`config.mk`:
```
export PLATFORM = sky130hd
export DESIGN_NAME = mac_sequencer
export DESIGN_NICKNAME = d
export VERILOG_FILES = /design/src/rtl/nn_pkg.sv /design/src/rtl/mac_sequencer.sv
export SDC_FILE = /design/constraint.sdc
export NUM_CORES = 1
export LEC_CHECK = 0
export ABC_AREA = 1
export CORE_MARGIN = 4
export CORE_UTILIZATION = 33
export CTS_CLUSTER_DIAMETER = 80
export CTS_CLUSTER_SIZE = 24
export DETAILED_ROUTE_END_ITERATION = 6
export PLACE_DENSITY = 0.78
export SETUP_SLACK_MARGIN = 0.1
export SYNTH_ARGS = -nofsm -noshare
export SYNTH_HDL_FRONTEND = slang
export SYNTH_SLANG_ARGS = --single-unit
```
`constraint.sdc`:
```
create_clock -name clk -period 1.49 [get_ports clk]
set_clock_uncertainty 0.1 [all_clocks]
set_input_delay 0.149 -clock clk [delete_from_list [all_inputs] [get_ports clk]]
set_output_delay 0.149 -clock clk [all_outputs]
set_load 0.1 [all_outputs]
```
`src/rtl/nn_pkg.sv`:
```
// Shared neuron-lane definitions: default datapath sizes and the
// state encodings of the MAC sequencer.
package nn_pkg;

    localparam int DEF_WIDTH  = 8;
    localparam int DEF_LENGTH = 3;

    typedef enum logic [2:0] {
        ST_CLEAR   = 3'd0,
        ST_ACCUM   = 3'd1,
        ST_FLUSH   = 3'd2,
        ST_CAPTURE = 3'd3,
        ST_OUTPUT  = 3'd4
    } state_t;

endpackage

```
`src/rtl/mac_sequencer.sv`:
```
// Drives one MAC through LENGTH-term dot products: accumulate, flush,
// capture the quantized result, then clear the MAC for the next vector.
module mac_sequencer
    import nn_pkg::*;
#(
    parameter int WIDTH  = DEF_WIDTH,
    parameter int LENGTH = DEF_LENGTH
) (
    input  logic             clk,
    input  logic             reset,
    input  logic             in_valid,
    output logic             in_ready,
    input  logic [WIDTH-1:0] in_a,
    input  logic [WIDTH-1:0] in_b,
    output logic [WIDTH-1:0] mac_a,
    output logic [WIDTH-1:0] mac_b,
    output logic             mac_enable,
    output logic             mac_reset,
    input  logic [WIDTH-1:0] mac_out,
    output logic             out_valid,
    input  logic             out_ready,
    output logic [WIDTH-1:0] out_data,
    output logic             busy
);

    localparam int CW = $clog2(LENGTH + 1);
    localparam logic [CW-1:0] LAST = CW'(LENGTH - 1);

    state_t        state;
    logic [CW-1:0] count;
    logic          accept;

    // Operands pass straight through so the MAC samples on the handshake edge.
    assign in_ready   = (state == ST_ACCUM);
    assign accept     = in_valid && in_ready;
    assign mac_enable = accept || (state == ST_FLUSH);
    assign mac_a      = in_ready ? in_a : '0;
    assign mac_b      = in_ready ? in_b : '0;
    assign busy       = !((state == ST_ACCUM) && (count == '0));

    always_ff @(posedge clk) begin
        if (reset) begin
            state     <= ST_CLEAR;
            count     <= '0;
            out_data  <= '0;
            out_valid <= 1'b0;
            mac_reset <= 1'b1;
        end else begin
            mac_reset <= 1'b0;
            unique case (state)
                ST_CLEAR: state <= ST_ACCUM;
                ST_ACCUM: begin
                    if (accept) begin
                        if (count == LAST) begin
                            count <= '0;
                            state <= ST_FLUSH;
                        end else begin
                            count <= count + CW'(1);
                        end
                    end
                end
                ST_FLUSH: state <= ST_CAPTURE;
                // MAC clears asynchronously, so reset rises only after capture.
                ST_CAPTURE: begin
                    out_data  <= mac_out;
                    out_valid <= 1'b1;
                    mac_reset <= 1'b1;
                    state     <= ST_OUTPUT;
                end
                ST_OUTPUT: begin
                    if (out_ready) begin
                        out_valid <= 1'b0;
                        state     <= ST_ACCUM;
                    end
                end
                default: state <= ST_CLEAR;
            endcase
        end
    end

endmodule
```
==> results of run 1 <==
## per-layer routing
metal	part of all wire (%)	global-route usage (%)	vias to the layer above
li1	-	-	501
met2	54	44.88	64
met4	3.1	11.86	0
met1	36	22.88	506
met3	6.5	6.207	12
met5	0	0	-
## report_power, final
group	switching, uW	internal (uW)	leakage [uW]
Sequential	34.2	430	0.000125
Combinational	788	472	0.000748
Clock	123	104	0.0000150
Total	946	1010	0.000887
## kinds of logic (layout without fill, tap and decap cells)
logic type / Yosys count / count (layout) / share of synthesized area (%)
AO/OA/AOI/OAI: 13 / 13 / 11.77
flip-flops: 15 / 15 / 38.71
buffers and inverters: 28 / 103 / 15.64
AND/OR/NAND/NOR: 61 / 61 / 33.87
## layout make-up
type	instances	area [sq um]	share of cell area, %
well taps	28	35.03	1.724
multi-input cells	74	511.7	25.18
inverters	25	103.9	5.111
flip-flops and latches	15	311.5	15.33
repair buffers	74	1044	51.35
clock buffers	4	26.28	1.293
## worst min-delay path by stage
stage | cells after the start | endpoint | start
floorplan | 1 | state[0] | reset
detailed placement | 2 | count[0] | count[0]
global route | 3 | out_data[2] | mac_out[2]
CTS | 3 | out_data[2] | mac_out[2]
finish | 3 | out_data[2] | mac_out[2]
global placement | 2 | count[0] | count[0]
## flip-flops by register name (all words and copies together), names as in the netlist
name,flops
out_data,8
state,3
count,2
mac_reset,1
out_valid,1
## stage by stage
| step | std cells | utilization [%] | instance area, sq um | power [uW] |
|---|---|---|---|---|
| 2_1_floorplan | 117 | - | 943.4 | 1193 |
| 3_3_place_gp | 201 | 81.85 | 1828 | 1594 |
| 3_5_place_dp | 201 | 81.85 | 1828 | 1617 |
| 4_1_cts | 211 | 87.28 | 1949 | 1904 |
| 5_1_grt | 220 | 90.98 | 2032 | 2013 |
| 6_report | 220 | 90.98 | 2032 | 1951 |
## synthesized netlist by cell type (all sizes together)
cell type | count | share of area (%)
a21oi | 4 | 2.6
buf | 3 | 3.5
dfxtp | 15 | 39
inv | 25 | 12
nand2 | 11 | 5.6
nand3 | 9 | 7.1
nand4 | 1 | 0.81
nor2 | 40 | 20
o21ai | 9 | 9.2
## timing repair
item / in CTS / in global routing
gates cloned: 1 / 0
endpoints found under the setup margin: 19 / 27
gates resized for setup: 3 / 5
setup buffers: 5 / 9
pin swaps: 2 / 2
## critical path, cell delays in order, from the launching register on
cell	delay [ps]
dfxtp_4	370
inv_4	80
nand3_4	120
buf_12	190
nor2_4	120
buf_12	180
==> impl_metrics.csv, run 1 <==
group,metric,value,unit
run_status,status,"complete, but fails checks",
run_status,violations,"negative setup slack",
placed_design,hpwl,2352,um
finish,fillers,91,
die,coreArea,2233,sq um
cts,insertion_delay,280,ps
sta,fin_crit_sh,107.4,%
synth,syn_inst,117,
synth,yosysSeqAreaShare,38.71,%
sta,maxSlewViolCount,0,
setup_path,cp-end-kind,"primary output",
die,die_height,56.49,um
finish,drive_gt1_share,44.79,%
die,die_w,56.49,um
cts,cts.path.max_buffers,2,
placed_design,preCtsSetupSlack,91.88,ps
setup_path,crit_type,"reg -> out",
sta,worst_slew_pin_slew,212.9,ps
global_routing,gr-usage-all-layers,23.62,%
route,vias_per_cell,4.923,
route,ant_nets,0,
setup_path,reg2reg_depth,7,
sta,finalHoldViolCount,0,
route,drt_iter0_markers,30,
die,io-pin-count,57,
power,power_density,960.4,nW/um^2
sta,fin_ws,-110.8,ps
synth,ys_warn_count,0,
setup_path,crit_path_max_fanout,8,
cts,path_clk_slew,80,ps
cts,cts_hold_buf,0,
job,cap_viol_max_count,0,
finish,mostFrequentLayoutCells,"32 x buf_12, 27 x clkdlybuf4s50_1, 23 x nor2_1, 22 x inv_1, 17 x nor2_4",
global_routing,grt_pass1_wl,5595,um
cts,clockRootBuffer,"clkbuf_4",
synth,synth_area,775.7,sq um
die,dieArea,3191,sq um
setup_path,endpoint,"mac_b[4]",
cts,htree_levels,1,
sta,period_minus_slack,1601,ps
global_routing,grt_max_degree,13,
route,vias,1083,
synth,syn_nets,145,
global_routing,grt_pass1_vias,1120,
cts,cts.sinks,15,
route,drt_first_pass_iters,6,
setup_path,startpoint_type,"flop",
finish,area_growth,161.9,%
finish,n_antenna_cell,0,
sta,grt_setup_unrepaired,"yes",
global_routing,grt-ovfl-total,0,
global_routing,antenna_found_initial,0,
finish,layout.nets,221,
sta,maxSlewHeadroom,85.66,%
power,p_leak,0.0008873,uW
sta,holdWs,377.1,ps
route,drc,0,
setup_path,startpoint,"state[2]",
cts,cts_tree,"done",
sta,tns,-1576,ps
die,start_util,34.73,%
placed_design,gp_congestion,0.8350,
route,wl,4116,um
sta,setup-violations-final,18,
hold_path,hp-class,"in -> reg",
setup_path,r2r_end,"out_data[4]",
synth,yosys_register_bits,15,
finish,layout_commonest_cell,"buf_12",
sta,fmax,0.6247,GHz
die,num_rows,17,
power,peakVddDrop,922.1,uV
setup_path,r2r_start,"state[2]",
setup_path,crit_arrival,1350,ps
setup_path,r2r_slack,100,ps
cts,cts_buffers,3,
placed_design,io_buffer_count,56,
setup_path,required,1240,ps
synth,post_synth.cell_area_avg,6.630,sq um
synth,synth_cell_type_count,15,
route,post_drt_wl_per_cell,18.71,um
(Power assumes the default switching activity.)
==> inputs of run 2 (changes only) <==
--- a/config.mk
+++ b/config.mk
@@ -6,12 +6,12 @@
 export NUM_CORES = 1
 export LEC_CHECK = 0
 export ABC_AREA = 1
+export CORE_ASPECT_RATIO = 0.7
 export CORE_MARGIN = 4
-export CORE_UTILIZATION = 33
+export CORE_UTILIZATION = 25
 export CTS_CLUSTER_DIAMETER = 80
 export CTS_CLUSTER_SIZE = 24
 export DETAILED_ROUTE_END_ITERATION = 6
-export PLACE_DENSITY = 0.78
 export SETUP_SLACK_MARGIN = 0.1
 export SYNTH_ARGS = -nofsm -noshare
 export SYNTH_HDL_FRONTEND = slang
==> run 2 against run 1 <==
Compared with the run above:
- the run still ends with negative setup slack left
- via count down 13%
- non-clock buffer count fell by 8
- clock power rose by 42%
- cell count unchanged
- critical path depth is the same
- total power increased by 1.8%
- first-iteration DRC count shrank 63%
- maximum frequency grew 3.5%
- clock-buffer cell count down 1
- largest power group unchanged
==> impl_metrics.csv, run 2 (synthesis results as in run 1) <==
group,metric,value,unit
finish,regMostFlops,"out_data",
global_routing,gr-usage-all-layers,12.74,%
sta,setup-violations-final,15,
sta,finalHoldViolCount,0,
cts,cts.path.max_buffers,2,
setup_path,critPathMaxStageDelay,360,ps
setup_path,crit_path_max_fanout,8,
job,cap_viol_max_count,0,
route,ant_nets,0,
cts,cts_hold_buf,0,
cts,htree_levels,1,
placed_design,hpwl,2123,um
setup_path,startpoint_type,"flop",
setup_path,crit_type,"reg -> out",
sta,fmax,0.6467,GHz
setup_path,cp_cell_sequence,"inv_6 -> nand3_4 -> clkbuf_16 -> nor2_4 -> buf_12",
die,coreArea,2883,sq um
finish,drive_gt1_share,42.93,%
global_routing,grt_pass1_vias,905,
cts,clockRootBuffer,"clkbuf_8",
finish,n_antenna_cell,0,
route,drc,0,
hold_path,hp-class,"reg -> reg",
sta,maxSlewViolCount,0,
run_status,status,"complete, but fails checks",
power,power_density,995.8,nW/um^2
power,peakVddDrop,707.1,uV
die,die_height,54.61,um
route,drt_iter0_markers,11,
finish,largest_reg_flops,8,
finish,seqCellArea,311.5,sq um
setup_path,reg2reg_depth,5,
die,io-pin-count,57,
route,drt_first_pass_iters,4,
sta,grt_setup_unrepaired,"yes",
run_status,violations,"negative setup slack",
cts,cts_buffers,3,
sta,fin_ws,-56.22,ps
finish,reg_top3,"out_data x8, state x3, count x2",
route,vias_per_cell,4.291,
sta,maxSlewHeadroom,76.72,%
cts,insertion_delay,240,ps
setup_path,cp-end-kind,"primary output",
setup_path,crit_arrival,1300,ps
global_routing,grt-ovfl-total,0,
sta,period_minus_slack,1546,ps
cts,cts.sinks,15,
placed_design,preCtsSetupSlack,93.60,ps
die,num_rows,16,
route,vias,944,
finish,fillers,221,
finish,layout.nets,213,
finish,area_growth,157.1,%
route,wl,2788,um
cts,path_clk_slew,60,ps
sta,holdWs,399.7,ps
die,dieArea,4072,sq um
placed_design,io_buffer_count,56,
finish,layout_commonest_cell,"buf_12",
placed_design,gp_congestion,0.7331,
setup_path,required,1240,ps
die,start_util,26.91,%
finish,multi_input_area,504.2,sq um
sta,fin_crit_sh,103.8,%
global_routing,antenna_found_initial,0,
cts,cts_tree,"done",
route,post_drt_wl_per_cell,12.67,um
hold_path,min_path_cells,2,
die,die_w,74.58,um
global_routing,grt_pass1_wl,3960,um
global_routing,grt_max_degree,18,
finish,mostFrequentLayoutCells,"31 x buf_12, 27 x clkdlybuf4s50_1, 23 x nor2_1, 22 x inv_1, 17 x nor2_4",
sta,worst_slew_pin_slew,348.8,ps
power,p_leak,0.0008674,uW
setup_path,cp_slowest_cell,"dfxtp_4",
==> run 2: cell types whose count changed in the layout (fill, tap and decap cells not counted), moves of 2 or more <==
cell / delta
clkbuf_16: +2
clkbuf_8: +3
buf_4: -8
clkbuf_4: -3
==> run 2: per-stage QoR <==
step	power (uW)	TNS, ps	std cells	utilization (%)	instance area [sq um]
floorplan	1193	-831.5	117	-	943.4
global placement	1602	0	208	63.93	1843
detailed placement	1615	0	208	63.93	1843
CTS	1939	-238.8	215	66.41	1914
global route	2057	-1132	220	69.18	1994
finish	1986	-427.6	220	69.18	1994
==> run 2: timing repair <==
action | in CTS | in global routing
gates cloned | 0 | 2
pin swaps | 0 | 3
setup buffers | 3 | 3
setup endpoints to repair | 19 | 27
gates resized for setup | 1 | 3
==> run 2: worst paths after layout <==
kind              slack, ps          end  startpoint
setup / recovery        -60     mac_b[4]    state[2]
hold / removal          400     count[0]    count[0]
setup reg to reg        130  out_data[5]    state[2]
hold reg to reg         400     count[0]    count[0]
==> run 2: area by class of cell <==
class	instances	share of cell area, %
repair buffers	66	49.44
multi-input cells	74	25.28
flip-flops and latches	15	15.62
inverters	25	5.082
well taps	36	2.258
clock buffers	3	2.070
clock inverters	1	0.2509
==> run 2: power breakdown <==
| group | leakage, uW | switching (uW) | internal, uW |
|---|---|---|---|
| logic | 0.000717 | 740 | 460 |
| registers | 0.000125 | 33.1 | 430 |
| clock network | 0.0000255 | 138 | 185 |
==> run 2: worst max-delay path: cells and delay by family, from the launching register on <==
| family | cells | cell delay, ps |
|---|---|---|
| simple gates | 2 | 230 |
| flops | 1 | 360 |
| buf+inv | 3 | 460 |
==> run 2: routing by layer <==
layer | global-route usage, % | wire, um
met1 | 15.05 | 1195
met2 | 21.72 | 1177
met3 | 4.404 | 384
met4 | 4.438 | 31
met5 | 0 | 0
